==> config.mk <==
export PLATFORM = sky130hd
export DESIGN_NAME = bi_mem_tp_wm_wr_arb
export DESIGN_NICKNAME = d
export VERILOG_FILES = /design/src/rtl/bi_mem_wm_arb_pkg.sv /design/src/rtl/bi_rr_arb.sv /design/src/rtl/bi_mem_tp_wm_wr_arb.sv
export SDC_FILE = /design/constraint.sdc
export NUM_CORES = 1
export LEC_CHECK = 0
export CELL_PAD_IN_SITES_DETAIL_PLACEMENT = 0
export CELL_PAD_IN_SITES_GLOBAL_PLACEMENT = 1
export CORE_MARGIN = 3
export CORE_UTILIZATION = 26
export DETAILED_ROUTE_END_ITERATION = 16
export PLACE_DENSITY_LB_ADDON = 0.1
export SYNTH_ARGS = -nofsm -noshare
export SYNTH_HDL_FRONTEND = slang
export SYNTH_SLANG_ARGS = --single-unit
==> constraint.sdc <==
create_clock -name clk_i -period 1.5 [get_ports clk_i]
set_clock_uncertainty 0.1 [all_clocks]
set_input_delay 0.15 -clock clk_i [delete_from_list [all_inputs] [get_ports clk_i]]
set_output_delay 0.15 -clock clk_i [all_outputs]
set_load 0.05 [all_outputs]
==> src/rtl/bi_mem_wm_arb_pkg.sv <==
// rtl/bi_mem_wm_arb_pkg.sv - shared types and helpers for the masked-memory write arbiter
package bi_mem_wm_arb_pkg;

  // Sweep phase versus normal arbitration phase
  typedef enum logic {
    ST_CLEAR = 1'b0,
    ST_RUN   = 1'b1
  } arb_state_e;

  // Word address width; at least one bit even for tiny memories
  function automatic int calc_aw(input int height);
    return (height > 2) ? $clog2(height) : 1;
  endfunction

endpackage

==> src/rtl/bi_rr_arb.sv <==
// rtl/bi_rr_arb.sv - N-way round-robin arbiter with internal priority pointer
module bi_rr_arb #(
  parameter int N  = 2,
  parameter int IW = (N > 1) ? $clog2(N) : 1
) (
  input  logic          clk_i,
  input  logic          rst_ni,
  input  logic [N-1:0]  valid_i,
  input  logic          advance_i,
  output logic [N-1:0]  grant_o,
  output logic [IW-1:0] winner_o
);

  logic [IW-1:0] r_ptr;
  logic [IW-1:0] w_next_ptr;
  logic          w_found;
  logic [IW-1:0] w_idx;
  int            w_sum;

  // Search from the pointer upward, wrapping, and pick the first valid requester
  always_comb begin
    grant_o  = '0;
    winner_o = r_ptr;
    w_found  = 1'b0;
    w_idx    = '0;
    w_sum    = 0;
    for (int k = 0; k < N; k++) begin
      w_sum = int'(r_ptr) + k;
      if (w_sum >= N) w_sum = w_sum - N;
      w_idx = IW'(w_sum);
      if (!w_found && valid_i[w_idx]) begin
        w_found        = 1'b1;
        grant_o[w_idx] = 1'b1;
        winner_o       = w_idx;
      end
    end
  end

  // Pointer moves just past the winner so it loses priority next time
  always_comb begin
    w_next_ptr = (int'(winner_o) == N - 1) ? '0 : winner_o + 1'b1;
  end

  // Pointer only moves when the caller reports a completed handshake
  always_ff @(posedge clk_i or negedge rst_ni) begin
    if (!rst_ni) begin
      r_ptr <= '0;
    end else if (advance_i) begin
      r_ptr <= w_next_ptr;
    end
  end

endmodule

==> src/rtl/bi_mem_tp_wm_wr_arb.sv <==
// rtl/bi_mem_tp_wm_wr_arb.sv - shared masked write port with clear sweep and round-robin grant
module bi_mem_tp_wm_wr_arb
  import bi_mem_wm_arb_pkg::*;
#(
  parameter int WIDTH  = 16,
  parameter int HEIGHT = 16,
  parameter int MASK   = 4,
  parameter int REQ    = 2,
  parameter int AW     = calc_aw(HEIGHT)
) (
  input  logic               clk_i,
  input  logic               rst_ni,
  input  logic               clear_i,
  output logic               busy_o,
  input  logic [REQ-1:0]     req_valid_i,
  output logic [REQ-1:0]     req_ready_o,
  input  logic [REQ*AW-1:0]  req_addr_i,
  input  logic [REQ*MASK-1:0] req_mask_i,
  input  logic [REQ*WIDTH-1:0] req_data_i,
  output logic               mem_we_o,
  output logic [MASK-1:0]    mem_mask_o,
  output logic [AW-1:0]      mem_addr_o,
  output logic [WIDTH-1:0]   mem_data_o
);

  localparam int IW = (REQ > 1) ? $clog2(REQ) : 1;

  arb_state_e       r_state;
  arb_state_e       w_state_nxt;
  logic [AW-1:0]    r_cnt;
  logic             w_last;
  logic             w_grant_en;
  logic             w_hs;
  logic [REQ-1:0]   w_grant;
  logic [IW-1:0]    w_winner;
  logic [AW-1:0]    w_addr;
  logic [MASK-1:0]  w_mask;
  logic [WIDTH-1:0] w_data;

  assign w_last = (r_cnt == AW'(HEIGHT - 1));

  bi_rr_arb #(
    .N  (REQ),
    .IW (IW)
  ) u_rr_arb (
    .clk_i     (clk_i),
    .rst_ni    (rst_ni),
    .valid_i   (req_valid_i),
    .advance_i (w_hs),
    .grant_o   (w_grant),
    .winner_o  (w_winner)
  );

  // State register: every reset starts a fresh sweep
  always_ff @(posedge clk_i or negedge rst_ni) begin
    if (!rst_ni) begin
      r_state <= ST_CLEAR;
    end else begin
      r_state <= w_state_nxt;
    end
  end

  // Sweep ends after the last word; a clear pulse only matters while running
  always_comb begin
    w_state_nxt = r_state;
    case (r_state)
      ST_CLEAR: if (w_last)  w_state_nxt = ST_RUN;
      ST_RUN:   if (clear_i) w_state_nxt = ST_CLEAR;
      default:  w_state_nxt = ST_CLEAR;
    endcase
  end

  // Grants are suppressed during the sweep and in the cycle a clear is requested
  always_comb begin
    busy_o      = (r_state == ST_CLEAR);
    w_grant_en  = (r_state == ST_RUN) && !clear_i;
    req_ready_o = w_grant & {REQ{w_grant_en}};
    w_hs        = |req_ready_o;
  end

  // Sweep address counter, rewound whenever a new sweep is armed
  always_ff @(posedge clk_i or negedge rst_ni) begin
    if (!rst_ni) begin
      r_cnt <= '0;
    end else if (r_state == ST_CLEAR) begin
      r_cnt <= w_last ? '0 : r_cnt + 1'b1;
    end else if (clear_i) begin
      r_cnt <= '0;
    end
  end

  // Select the winning requester's payload
  always_comb begin
    w_addr = '0;
    w_mask = '0;
    w_data = '0;
    for (int i = 0; i < REQ; i++) begin
      if (w_grant[i]) begin
        w_addr = req_addr_i[i*AW +: AW];
        w_mask = req_mask_i[i*MASK +: MASK];
        w_data = req_data_i[i*WIDTH +: WIDTH];
      end
    end
  end

  // Registered write port: sweep writes take precedence, idle cycles drop the enable
  always_ff @(posedge clk_i or negedge rst_ni) begin
    if (!rst_ni) begin
      mem_we_o   <= 1'b0;
      mem_mask_o <= '0;
      mem_addr_o <= '0;
      mem_data_o <= '0;
    end else if (r_state == ST_CLEAR) begin
      mem_we_o   <= 1'b1;
      mem_mask_o <= '1;
      mem_addr_o <= r_cnt;
      mem_data_o <= '0;
    end else if (w_hs) begin
      mem_we_o   <= 1'b1;
      mem_mask_o <= w_mask;
      mem_addr_o <= w_addr;
      mem_data_o <= w_data;
    end else begin
      mem_we_o   <= 1'b0;
    end
  end

endmodule

[Word level (Yosys, flattened, before mapping)]
Cells that the tools add are included.
Widths: inputs -> output; s select.
Word-level totals
  register bits after elaboration: 31
  input bits: 53
  output and inout bits: 28
  word-level logic and storage cells: 67
Cells by class
  add/subtract/negate cells: 5
  magnitude comparators: 6
  equal/unequal tests: 3
  mux-type cells: 36
  bitwise gates (word level): 3
  reduce and logical (&&, ||, !) cells: 7
Operators with widths (count)
  $mux 16: 4
  $mux 4: 11
  $mux 1: 16
  $add 4x1->4 const B: 1
  $eq 4x4->1 const B: 1
  $logic_and 1x1->1: 4
  $lt 1x2->1 const B: 2
  $mux 2: 2
  $add 1x1->2 const B: 1
  $and 2x2->2: 1
  $demux 1 s1: 2
  $ge 1x1->1 const B: 2
  $ge 1x2->1 const B: 1
  $ge 2x2->1 const B: 1
  $logic_not 1->1: 2
  $ne 2x1->1 const B: 1
  $ne 2x2->1 const B: 1
  $or 2x2->2: 1
  $pmux 1 s2: 1
  $reduce_or 2->1: 1
  $sub 1x1->1 const B: 2
  $add 1x1->1 const B: 1
  $not 1->1: 1

[Logic depth before layout (Yosys ltp)]
Gate-level depths: netlist of run 1.
  depth in word-level cells: 13
  gate-level depth with buffers: 7

[Modules after synthesis]
A second synthesis of run 1 with hierarchy kept.
Unflattened totals
  cells, all modules: 134
  area, all modules: 1600.3 um^2
Modules (own cells, without submodules)
  bi_mem_tp_wm_wr_arb: instances 1, cells an instance 124, area each 1517.7 um^2, sequential area each 750.7 um^2
  bi_rr_arb: instances 1, cells an instance 10, area each 82.6 um^2, sequential area each 25.0 um^2

[Least setup slack after synthesis of run 1]
No wires, ideal clock.
  path kind: flip-flop to flip-flop
  from: register r_state
  to: register mem_addr_o[1]
  setup time: 0.142 ns
  arrival time: 1.228 ns
  data required time: 1.258 ns
  path slack: 0.029 ns
  cell stages (with the launch flop): 8
  period minus slack after synthesis: 1.471 ns
  path through: dfrtp_1 > buf_6 > and2b_1 > buf_6 > o21ai_2 > buf_6 > buf_6 > o221ai_1
On the way
  longest elaborated chain between the ends: 4
  elaborated cells on any way between the ends: 5
  classes of those cells: eq/ne (1); mux (1); bitwise (1); reduce/logical (2)
RTL lines
  start: declaration: line bi_mem_tp_wm_wr_arb.sv:28  | arb_state_e r_state;
  start signal: assignment: line bi_mem_tp_wm_wr_arb.sv:59  | r_state <= w_state_nxt;
  $logic_and 1x1->1: line bi_mem_tp_wm_wr_arb.sv:76  | w_grant_en = (r_state == ST_RUN) && !clear_i;
  $and 2x2->2: line bi_mem_tp_wm_wr_arb.sv:77  | req_ready_o = w_grant & {REQ{w_grant_en}};
  $reduce_or 2->1: line bi_mem_tp_wm_wr_arb.sv:78  | w_hs = |req_ready_o;
  $ne 2x1->1 (no source line)
  end signal: assignment: line bi_mem_tp_wm_wr_arb.sv:116  | mem_addr_o <= r_cnt;
  end signal: assignment: line bi_mem_tp_wm_wr_arb.sv:121  | mem_addr_o <= w_addr;
  end: declaration: line bi_mem_tp_wm_wr_arb.sv:22  | output logic [AW-1:0] mem_addr_o,
Parallel ways exist; a longest one is shown, timed or not.
A chain may end at the register's enable or synchronous reset.

[Worst setup path in the final report of run 1]
  from: register u_rr_arb.r_ptr
  to: output req_ready_o[1]
On the way
  longest elaborated chain between the ends: 10
  elaborated cells on any way between the ends: 28
  classes of those cells: add/sub (3); order compare (6); mux (13); bitwise (2); reduce/logical (4)
RTL lines
  start: declaration: line bi_rr_arb.sv:14  | logic [IW-1:0] r_ptr;
  start signal: assignment: line bi_rr_arb.sv:49  | r_ptr <= w_next_ptr;
  $add 1x1->2 (tied with other cells): line bi_rr_arb.sv:28  | w_sum = int'(r_ptr) + k;
  $ge 2x2->1 (tied with other cells): line bi_rr_arb.sv:29  | if (w_sum >= N) w_sum = w_sum - N;
  $mux 1 (tied with other cells): line bi_rr_arb.sv:29
  $lt 1x2->1 (implied by the code) (tied with other cells): line bi_rr_arb.sv:33  | grant_o[w_idx] = 1'b1;
  $logic_and 1x1->1 (implied by the code) / $mux 1 (equally long branches): line bi_rr_arb.sv:33
  $mux 1 (implied by the code) / $demux 1 s1 (equally long branches)
  $demux 1 s1 / $mux 2 (equally long branches)
  $or 2x2->2 (no source line)
  $mux 2 *: line bi_rr_arb.sv:31  | if (!w_found && valid_i[w_idx]) begin
  $and 2x2->2 *: line bi_mem_tp_wm_wr_arb.sv:77
  end: declaration: line bi_mem_tp_wm_wr_arb.sv:16  | output logic [REQ-1:0] req_ready_o,
Mark *: on every way between the ends. The rest lies on a longest branch, timed or not. The select of a mux whose other input is x is not followed.

==> results of run 1 <==
cells by family (layout without fill, tap and decap cells):
logic type,after synthesis,in the layout,synth area share
multiplexers,16,16,0.1011
AND/OR/NAND/NOR,32,32,0.09557
buffers and inverters,20,117,0.07030
adder cells (fa/ha/maj),1,1,0.007898
AO/OA/AOI/OAI,43,43,0.2299
flip-flops,31,31,0.4897
XOR/XNOR,1,1,0.005530
repair_timing:
action                                  in CTS  in global routing
pin swaps                                    1                  4
setup buffers                                3                  1
endpoints found under the setup margin       2                 15
gates resized for setup                     11                 13
layout by cell type, fill, tap and decap left out, types with 2 or more instances in the layout:
| master | Yosys | layout |
|---|---|---|
| o221ai_1 | 3 | 3 |
| buf_6 | 4 | 5 |
| mux2i_1 | 16 | 16 |
| buf_12 | 0 | 21 |
| dfrtp_1 | 31 | 30 |
| buf_4 | 1 | 25 |
| clkdlybuf4s50_1 | 0 | 50 |
| inv_2 | 0 | 2 |
| a31oi_1 | 2 | 2 |
| nand2b_1 | 3 | 2 |
| inv_1 | 6 | 4 |
| a32oi_2 | 0 | 5 |
| a22o_1 | 2 | 2 |
| o221a_2 | 5 | 5 |
| dlygate4sd2_1 | 0 | 2 |
| a32oi_1 | 19 | 14 |
| nand3_1 | 3 | 2 |
| o211ai_1 | 2 | 2 |
| a21oi_1 | 2 | 2 |
| nor2_1 | 2 | 2 |
| nand2_1 | 18 | 17 |
| o21ai_0 | 2 | 2 |
| clkbuf_8 | 0 | 7 |
| nand3b_1 | 4 | 4 |
state kept, by name, summed over array words and instances (netlist names):
name,count
mem_data_o,16
mem_addr_o,4
mem_mask_o,4
r_cnt,4
mem_we_o,1
r_state,1
u_rr_arb.r_ptr,1
stage by stage:
step	setup TNS (ns)	utilization	std cells	setup slack (ns)
after global placement	-2.630	0.4767	301	-0.1787
after CTS	0	0.5043	312	0.002658
after floorplan	0	-	144	0.02925
final	0	0.5157	313	0.04307
after global routing	-0.009812	0.5157	313	-0.004811
after detailed placement	-3.074	0.4767	301	-0.2075
power by group through the flow:
stage               combinational, W  clock (W)  sequential, W
floorplan                   0.000646          0        0.00141
global placement             0.00158          0        0.00118
detailed placement           0.00160          0        0.00118
CTS                          0.00168   0.000757        0.00117
global route                 0.00183   0.000786        0.00120
finish                       0.00171   0.000739        0.00117
layer usage:
layer  track usage  up-vias  wire length [um]
met1        0.1882      753              2134
li1              -      737                 -
met2        0.2518       58              2584
met3       0.04442        9               343
met4       0.05409        0                92
met5             0        -                 0
worst reg2reg max path, cell delays in order, from the launching register on:
cell and delay (ns):
dfrtp_2 0.44, nand2b_4 0.17, buf_6 0.14, buf_4 0.15
a32oi_1 0.21, mux2i_1 0.09
path summary, 6_finish.rpt:
path | start | cells past startpoint | endpoint | slack [ns]
max | u_rr_arb.r_ptr$_DFFE_PN0P_ | 4 | req_ready_o[1] | 0.04
min | rst_ni | 2 | r_cnt[0]$_DFFE_PN0N_ | 0.13
max reg2reg | u_rr_arb.r_ptr$_DFFE_PN0P_ | 5 | mem_data_o[0]$_DFFE_PN0P_ | 0.09
min reg2reg | mem_data_o[4]$_DFFE_PN0P_ | 2 | mem_data_o[4]$_DFFE_PN0P_ | 0.45
max in group asynchronous | rst_ni | 2 | u_rr_arb.r_ptr$_DFFE_PN0P_ | 0.99
min in group clk_i | req_valid_i[1] | 3 | u_rr_arb.r_ptr$_DFFE_PN0P_ | 0.37
area by class of cell:
type                            count  area (um^2)
Inverter                            6        22.52
Multi-Input combinational cell     93        772.0
Clock buffer                        8        100.1
Timing Repair Buffer              103         1182
Sequential cell                    31        777.0
Fill cell                         526         2765
Tap cell                           72        90.09
==> impl_metrics.yaml, run 1 <==
grt:
  grt_pass1_wl_mm: 8.638
  grt_pass1_vias: 1675
  grt_usage: 0.1525
  overflow: 0
  antenna_found_initial: 0
  grt_max_degree: 32
critical_path:
  cp.required_ns: 1.25
  start_kind: "flop"
  crit_chain: "nand2b_4 -> nand3_4 -> inv_2 -> buf_12"
  crit_type: "flop to primary output"
  worst-path-buf-inv: 2
  cpPeakStageDelay_ns: 0.44
  end_kind: "primary output"
  slowest_stage: "dfrtp_2"
  critPathArrivalTime_ns: 1.21
  path_delay_family: "flip-flops"
  crit_path_max_fanout: 6
layout:
  num_antenna_cells: 0
  layout-area-overhead-vs-synth_pct: 85.86
  final_area_um2: 2944
  nets: 294
  drive_above_1_share: 0.3195
floorplan:
  dieWidth_um: 84.06
  rows: 27
  die_area_um2: 7065
  initial_core_util: 0.2774
  core_um2: 5709
  pin_count: 81
  chipHeight_um: 84.06
place:
  post_dp_cell_area_um2: 2721
  numPortBuffers: 80
  place_congestion: 0.7781
  dpl.hpwl_mm: 3.899
synthesis:
  synth_flop_cell: "dfrtp_1"
  synthTopCellsByArea: "dfrtp_1 49%, a32oi_1 11%, mux2i_1 10%"
  synth_cells: 144
  yosys.area.top_type: "dfrtp_1"
  ys_ff_latch: 31
  syn-num-nets: 198
  yosysMostFrequentCell: "dfrtp_1"
  syn_avg_cell_area_um2: 11.00
  synthArstFlopShare: 1.000
  ys_types: 30
  synth_edf_count: 0
  ys_seq_area_frac: 0.4897
  yosys_warnings: 0
  synth_top_area_share: 0.4897
  synth_common_cells: "31 x dfrtp_1, 19 x a32oi_1, 18 x nand2_1, 16 x mux2i_1, 7 x clkbuf_1"
  netlist_area_um2: 1584
cts:
  cts_tree: "done"
  root_buffer: "clkbuf_8"
  clkSinkCount: 31
  hold_buffers: 0
  cts_inserted_buffers: 5
  htreeDepth: 2
  path_clk_slew_ns: 0.07
  cts_max_path_buffers: 2
  clk_latency_ns: 0.28
power:
  switchingPower_w: 0.001349
  p_int_w: 0.002272
  ir_drop_mv: 0.7398
  p_seq_frac: 0.323
  swShare: 0.3726
  power_density_nw_per_um2: 1230
  power_w: 0.003621
  p_leak_nw: 1.320
  pwr-share-clk: 0.204
  p_comb_frac: 0.473
routing:
  vias: 1557
  wl_per_cell_um: 16.47
  drt_iter0_markers: 38
  drtAntennaViolNets: 0
  drc: 0
  wirelength_mm: 5.155
  firstDrtPassIters: 6
  viasPerCell: 4.974
sta:
  hold_viol: 0
  period_share: 0.9713
  whs_ns: 0.1316
  tightestPinTransition_ns: 0.2608
  finalSetupViolCount: 0
  max-slew-margin-rel: 0.8261
  maxSlewViolCount: 0
  fmax_mhz: 686.4
  rsz0062_at_grt: "yes"
  period_minus_slack_ns: 1.457
outcome:
  outcome: "complete, no violations"
run:
  drv_cap: 0
worst_hold_path:
  hold_path_class: "input pin to asynchronous set/reset pin"
Power figures use the tool's default switching activity.
==> run 2, diff against run 1 <==
--- a/config.mk
+++ b/config.mk
@@ -5,6 +5,7 @@
 export SDC_FILE = /design/constraint.sdc
 export NUM_CORES = 1
 export LEC_CHECK = 0
+export CAP_MARGIN = 20
 export CELL_PAD_IN_SITES_DETAIL_PLACEMENT = 0
 export CELL_PAD_IN_SITES_GLOBAL_PLACEMENT = 1
 export CORE_MARGIN = 3
==> results of run 2 <==
The final DEF is identical to that of run 1; final timing and power are the same.
